<file path="src/rtl/multi_chan_delay_line.sv">
// Multi-channel programmable sample delay line.
// Per-channel taps are double-buffered: writes go to a shadow copy, and the shadow
// copy becomes active together for all channels on a sample strobe. Each output is
// forced to 0 until its channel holds enough samples for its tap.
// Optional feature macro: DLY_INVERT_EN adds a per-channel saturating negation
// at the output register.
module multi_chan_delay_line #(
    parameter int unsigned NCH   = 4,
    parameter int unsigned WIDTH = 16,
    parameter int unsigned DEPTH = 32,
    parameter int unsigned TAP_W = 5
) (
    input  logic                   clk,
    input  logic                   rst,
    input  logic [NCH*WIDTH-1:0]   din,
    input  logic                   din_valid,
    input  logic                   bypass,
    input  logic                   tap_wr,
    input  logic [((NCH > 1) ? $clog2(NCH) : 1)-1:0] tap_wr_ch,
    input  logic [TAP_W-1:0]       tap_wr_data,
    input  logic                   tap_commit,
`ifdef DLY_INVERT_EN
    input  logic [NCH-1:0]         invert,
`endif
    output logic [NCH*WIDTH-1:0]   dout,
    output logic                   dout_valid,
    output logic [NCH-1:0]         primed,
    output logic                   commit_busy
);

    localparam int unsigned CH_W   = (NCH > 1) ? $clog2(NCH) : 1;
    localparam int unsigned FILL_W = TAP_W + 1;

    localparam logic [0:0] ST_IDLE = 1'b0;
    localparam logic [0:0] ST_PEND = 1'b1;

    logic [0:0]           state_q, state_d;
    logic [TAP_W-1:0]     tap_sh_q  [NCH];
    logic [TAP_W-1:0]     tap_sh_d  [NCH];
    logic [TAP_W-1:0]     tap_act_q [NCH];
    logic [TAP_W-1:0]     tap_act_d [NCH];
    logic [FILL_W-1:0]    fill_q, fill_d;
    logic [NCH*WIDTH-1:0] dout_q, dout_d;
    logic                 dout_valid_q, dout_valid_d;
    logic [NCH-1:0]       primed_q, primed_d;
    logic                 commit_busy_q, commit_busy_d;
    logic [WIDTH-1:0]     line_q [NCH][DEPTH-1];
    logic [WIDTH-1:0]     line_d [NCH][DEPTH-1];
    logic                 do_copy;
    logic [WIDTH-1:0]     sel;

`ifdef DLY_INVERT_EN
    // Two's-complement negation with the most negative value clamped to the most positive
    function automatic logic [WIDTH-1:0] neg_sat(input logic [WIDTH-1:0] x);
        logic [WIDTH-1:0] most_neg;
        most_neg = {1'b1, {(WIDTH-1){1'b0}}};
        if (x == most_neg) return ~most_neg;
        return WIDTH'(~x + WIDTH'(1));
    endfunction
`endif

    // Shadow tap writes and commit FSM; a copy uses this cycle's shadow including any write
    always_comb begin
        tap_sh_d  = tap_sh_q;
        tap_act_d = tap_act_q;
        state_d   = state_q;
        do_copy   = 1'b0;
        for (int ch = 0; ch < NCH; ch++) begin
            if (tap_wr && (tap_wr_ch == CH_W'(ch))) tap_sh_d[ch] = tap_wr_data;
        end
        case (state_q)
            ST_IDLE: begin
                if (tap_commit) begin
                    if (din_valid) do_copy = 1'b1;
                    else           state_d = ST_PEND;
                end
            end
            ST_PEND: begin
                if (din_valid) begin
                    do_copy = 1'b1;
                    state_d = ST_IDLE;
                end
            end
            default: state_d = ST_IDLE;
        endcase
        if (do_copy) tap_act_d = tap_sh_d;
        commit_busy_d = (state_d == ST_PEND);
    end

    // Saturating fill count and per-channel primed flags against the taps in force after this edge
    always_comb begin
        fill_d = fill_q;
        if (din_valid && (fill_q < FILL_W'(DEPTH))) fill_d = FILL_W'(fill_q + FILL_W'(1));
        for (int ch = 0; ch < NCH; ch++) begin
            primed_d[ch] = (fill_d > FILL_W'(tap_act_d[ch]));
        end
    end

    // Delay-line shift on each strobe
    always_comb begin
        line_d = line_q;
        if (din_valid) begin
            for (int ch = 0; ch < NCH; ch++) begin
                line_d[ch][0] = din[ch*WIDTH +: WIDTH];
                for (int k = 1; k < DEPTH - 1; k++) begin
                    line_d[ch][k] = line_q[ch][k-1];
                end
            end
        end
    end

    // Output tap select, masking, bypass and optional negation
    always_comb begin
        dout_d       = dout_q;
        dout_valid_d = din_valid;
        sel          = '0;
        if (din_valid) begin
            for (int ch = 0; ch < NCH; ch++) begin
                if (bypass || (tap_act_d[ch] == '0)) begin
                    sel = din[ch*WIDTH +: WIDTH];
                end else begin
                    sel = line_q[ch][TAP_W'(tap_act_d[ch] - TAP_W'(1))];
                end
                if (!bypass && !primed_d[ch]) sel = '0;
`ifdef DLY_INVERT_EN
                if (invert[ch]) sel = neg_sat(sel);
`endif
                dout_d[ch*WIDTH +: WIDTH] = sel;
            end
        end
    end

    // Control and output registers
    always_ff @(posedge clk or posedge rst) begin
        if (rst) begin
            state_q       <= ST_IDLE;
            fill_q        <= '0;
            dout_q        <= '0;
            dout_valid_q  <= 1'b0;
            primed_q      <= '0;
            commit_busy_q <= 1'b0;
            for (int ch = 0; ch < NCH; ch++) begin
                tap_sh_q[ch]  <= '0;
                tap_act_q[ch] <= '0;
            end
        end else begin
            state_q       <= state_d;
            fill_q        <= fill_d;
            dout_q        <= dout_d;
            dout_valid_q  <= dout_valid_d;
            primed_q      <= primed_d;
            commit_busy_q <= commit_busy_d;
            tap_sh_q      <= tap_sh_d;
            tap_act_q     <= tap_act_d;
        end
    end

    // Sample storage is left unreset so it can map onto shift-register primitives
    always_ff @(posedge clk) begin
        line_q <= line_d;
    end

    assign dout        = dout_q;
    assign dout_valid  = dout_valid_q;
    assign primed      = primed_q;
    assign commit_busy = commit_busy_q;

endmodule

</file>
<file path="config.mk">
export PLATFORM = sky130hd
export DESIGN_NAME = multi_chan_delay_line
export DESIGN_NICKNAME = d
export VERILOG_FILES = /design/src/rtl/multi_chan_delay_line.sv
export SDC_FILE = /design/constraint.sdc
export NUM_CORES = 2
export LEC_CHECK = 0
export BUFFER_PORTS_ARGS = -buffer_cell sky130_fd_sc_hd__buf_2
export CAP_MARGIN = 20
export CORE_AREA = 2 2 431 433
export CTS_BUF_LIST = sky130_fd_sc_hd__clkbuf_4 sky130_fd_sc_hd__clkbuf_8 sky130_fd_sc_hd__clkbuf_16
export DETAILED_ROUTE_END_ITERATION = 12
export DIE_AREA = 0 0 433 435
export PLACE_DENSITY_LB_ADDON = 0.08
export SLEW_MARGIN = 20
export SYNTH_ARGS = -nofsm -noshare
export SYNTH_HDL_FRONTEND = slang
export SYNTH_SLANG_ARGS = --single-unit
export TNS_END_PERCENT = 100
</file>
<file path="constraint.sdc">
create_clock -name clk -period 3.7 [get_ports clk]
set_input_delay 0.555 -clock clk [delete_from_list [all_inputs] [get_ports clk]]
set_output_delay 0.555 -clock clk [all_outputs]
set_load 0.005 [all_outputs]
</file>
==> results.py <==
metrics = {
    "logic_synthesis": {
        "synth_top_family_by_area": "multiplexers",
        "synth_compound_area_share_pct": 3.21,
        "syn_inst": 4019,
        "synthSimpleGateAreaFrac_pct": 3.08,
        "ys_seq_elements": 2100,
        "muxShareOfSynthArea_pct": 15.8,
        "synth_nets": 4117,
        "yosys.area_share.xor_xnor_pct": 0.128,
        "synthAdderAreaFrac_pct": 0.319,
        "async_flop_share_pct": 5.52,
        "ys_warn_count": 0,
        "synth_cell_types": 91,
        "netlist_area_um2": 82400,
        "ys.flop_type": "edfxtp_1",
        "avgSynthCellArea_um2": 20.5,
        "synth_seq_area_share_pct": 75.8,
        "synth_edf_count": 1984,
    },
    "drt": {
        "vias": 39700,
        "drc": 0,
        "wl_per_cell_um": 22.8,
        "drt-initial-drc-count": 3538,
        "drt_wl_total_um": 165000,
        "dr.pass1.iters": 5,
        "antenna_left": 0,
        "drt-vias-per-instance": 5.49,
    },
    "pwr": {
        "power_density_nw_per_um2": 680,
        "ir_drop_uv": 364,
        "p_leak_nw": 33.9,
    },
    "timing": {
        "finalSetupViolCount": 0,
        "clock.fmax_mhz": 283,
        "rsz0062_at_grt": "no",
        "hold_viol_final": 0,
        "slew_viol_final": 0,
        "relSlewSlack_pct": 30.4,
        "post-route-period-util_pct": 95.6,
        "tightestPinTransition_ps": 1040,
        "period_needed_ps": 3540,
        "skew_ps": 25.7,
    },
    "global_routing": {
        "grt_usage_pct": 17.6,
        "grt_max_degree": 176,
        "grt_overflow_total": 0,
        "grt_antenna_before_repair": 9,
        "grt_pass1_wl_um": 255000,
        "grt_pass1_vias": 40900,
    },
    "floorplan": {
        "core_um2": 184000,
        "die_y_um": 435,
        "die_x_um": 433,
        "placementRows": 158,
        "pin_count": 147,
        "start_util_pct": 44.8,
        "die_area_um2": 188000,
    },
    "setup_path": {
        "crit_chain": "dlygate4sd3_1 -> buf_2 -> mux2_1 -> mux2_2 -> inv_1 -> ha_4 -> inv_1 -> a2111oi_2 -> a211oi_4 -> buf_4 -> buf_12 -> a311o_1 -> o22ai_1 -> a21oi_1 -> a2111oi_0 -> o32ai_1",
        "critPathLaunchType": "primary input",
        "critical_path.most_common_cell": "inv_1",
        "critPathTopFamily": "compound AO/OA/AOI/OAI gates",
        "crit_path_top_delay_cell": "dlygate4sd3_1",
        "r2r_slack_ps": 230,
        "critPathMaxFanout": 27,
        "path_class": "primary input to register",
        "arrival_ps": 4180,
        "cp.buffers_inverters": 6,
        "cp-end-kind": "register",
        "worstPathRequired_ps": 4340,
        "cpPeakStageDelay_ps": 600,
    },
    "clocking": {
        "cts_max_level": 4,
        "cts_buffers": 219,
        "clk-insertion-delay-late_ps": 830,
        "clockBufferDepth": 3,
        "tritoncts": "yes",
        "clk_root_buffer_cell": "clkbuf_16",
        "clk_pin_slew_worst_paths_ps": 60,
        "cts.sinks": 2100,
    },
    "cells_and_area": {
        "final_core_util_pct": 52.6,
        "syn2layout_area_growth_pct": 17.6,
        "nNetsFinal": 4668,
        "stdcell_area_um2": 96900,
        "final_cells": 7239,
        "final_common_cell": "edfxtp_1",
        "drive_above_1_share_pct": 30.2,
        "final_cell_mix": "1984 x edfxtp_1, 465 x mux4_2, 241 x buf_4",
    },
    "placement": {
        "placedCellCount": 6759,
        "placed_cell_area_um2": 89100,
        "port-buffer-count": 146,
        "place_congestion": 0.762,
        "dp_hpwl_um": 100000,
    },
    "outcome": {
        "status": "finished clean",
    },
    "hold_path": {
        "holdCritPathClass": "primary input to register",
    },
    "job": {
        "max-cap-violations": 0,
    },
}
worst reg2reg max path, stage by stage (launching register included):
cell and delay [ps]:
dfrtp_1 380, o21a_2 290, buf_4 210, nor2_2 160
nor2_4 60, inv_2 70, ha_4 140, inv_1 50
a2111oi_2 430, a211oi_4 150, buf_4 180, buf_12 160
a311o_1 360, o22ai_1 140, a21oi_1 60, a2111oi_0 310
o32ai_1 150
power breakdown:
group | switching [W] | internal (W) | total [W]
combinational | 0.00773 | 0.00766 | 0.0154
sequential | 0.000949 | 0.0280 | 0.0289
clock | 0.00895 | 0.0126 | 0.0216
total | 0.0176 | 0.0483 | 0.0659
cells in the mapped netlist, drive strengths merged (4+ instances only):
cell     count  area (um2)
edfxtp    1984       59600
mux4       465       10500
nor2       167         646
mux2i      165        1660
clkbuf     133         499
nand2      130         488
dfrtp      116        2900
buf         85         542
inv         85         322
mux2        77         867
nor3        65         342
o21ai       53         280
a21oi       48         244
o32ai       44         385
nand2b      41         257
a211oi      40         330
nand3       30         155
o22ai       30         188
o211ai      22         165
ha          21         263
nor2b       19         119
a311oi      17         149
nor4        17         113
a2111oi     16         140
nand3b      16         145
a311o       15         150
o221ai      15         131
xnor2       10        87.6
a21o         9        67.6
a211o        5        43.8
and2         5        31.3
and4b        5        53.8
nand4        5        31.3
and3         4        25.0
o21a         4        31.3
o311ai       4        35.0
per-stage QoR:
stage	setup TNS, ps	setup slack [ps]	hold WS [ps]	total power, W
4_1_cts	0	85.3	24.7	0.0670
6_report	0	161	95.2	0.0659
5_1_grt	0	5.84	63.1	0.0690
3_5_place_dp	-14500	-630	427	0.0450
3_3_place_gp	-11910	-517	422	0.0449
2_1_floorplan	-4.95	-4.95	418	0.0384
final cells by class:
class | instances | area [um2]
repair buffers | 548 | 5100
multi-input cells | 1616 | 18800
clock inverters | 97 | 768
flip-flops and latches | 2100 | 62500
well taps | 2480 | 3100
fillers | 14400 | 87200
inverters | 85 | 332
diodes | 1 | 2.50
clock buffers | 312 | 6340
path summary, 6_finish.rpt:
kind	start	endpoint	cells after the start
hold / removal	tap_wr_data[4]	tap_sh_q[19]	2
setup reg to reg	commit_busy	dout[43]	16
setup / recovery	tap_wr_data[1]	dout[43]	16
hold reg to reg	line_q[1471]	line_q[1455]	0
max in group asynchronous	rst	dout[52]	4
min in group asynchronous	rst	dout[44]	3
repair_timing:
action / in CTS / in global routing
buffers inserted: 3 / 0
endpoints found under the hold margin: 122 / 0
hold buffers: 67 / 0
pin swaps: 1 / 1
setup endpoints to repair: 14 / 23
gates resized for setup: 2 / 9
cloned: 0 / 0
layer usage:
layer | share of wire, % | track usage, %
met5 | 0 | 0
met2 | 46 | 26.3
met1 | 48 | 27.1
met4 | 2.2 | 4.77
met3 | 4.0 | 2.76
state kept, by name, summed over array words and instances (netlist names):
register     flops
commit_busy      1
fill_q           6
tap_sh_q        20
primed           4
tap_act_q       20
dout_valid       1
dout            64
line_q        1984
kinds of logic (layout without fill, tap and decap cells):
family          count (synthesis)  in the layout
compound gates                356            356
other cells                     0              1
xor+xnor                       12             12
simple gates                  520            520
mux                           707            707
fa+ha+maj                      21             21
flops                        2100           2100
buf+inv                       303           1042
Power figures use the tool's default switching activity.
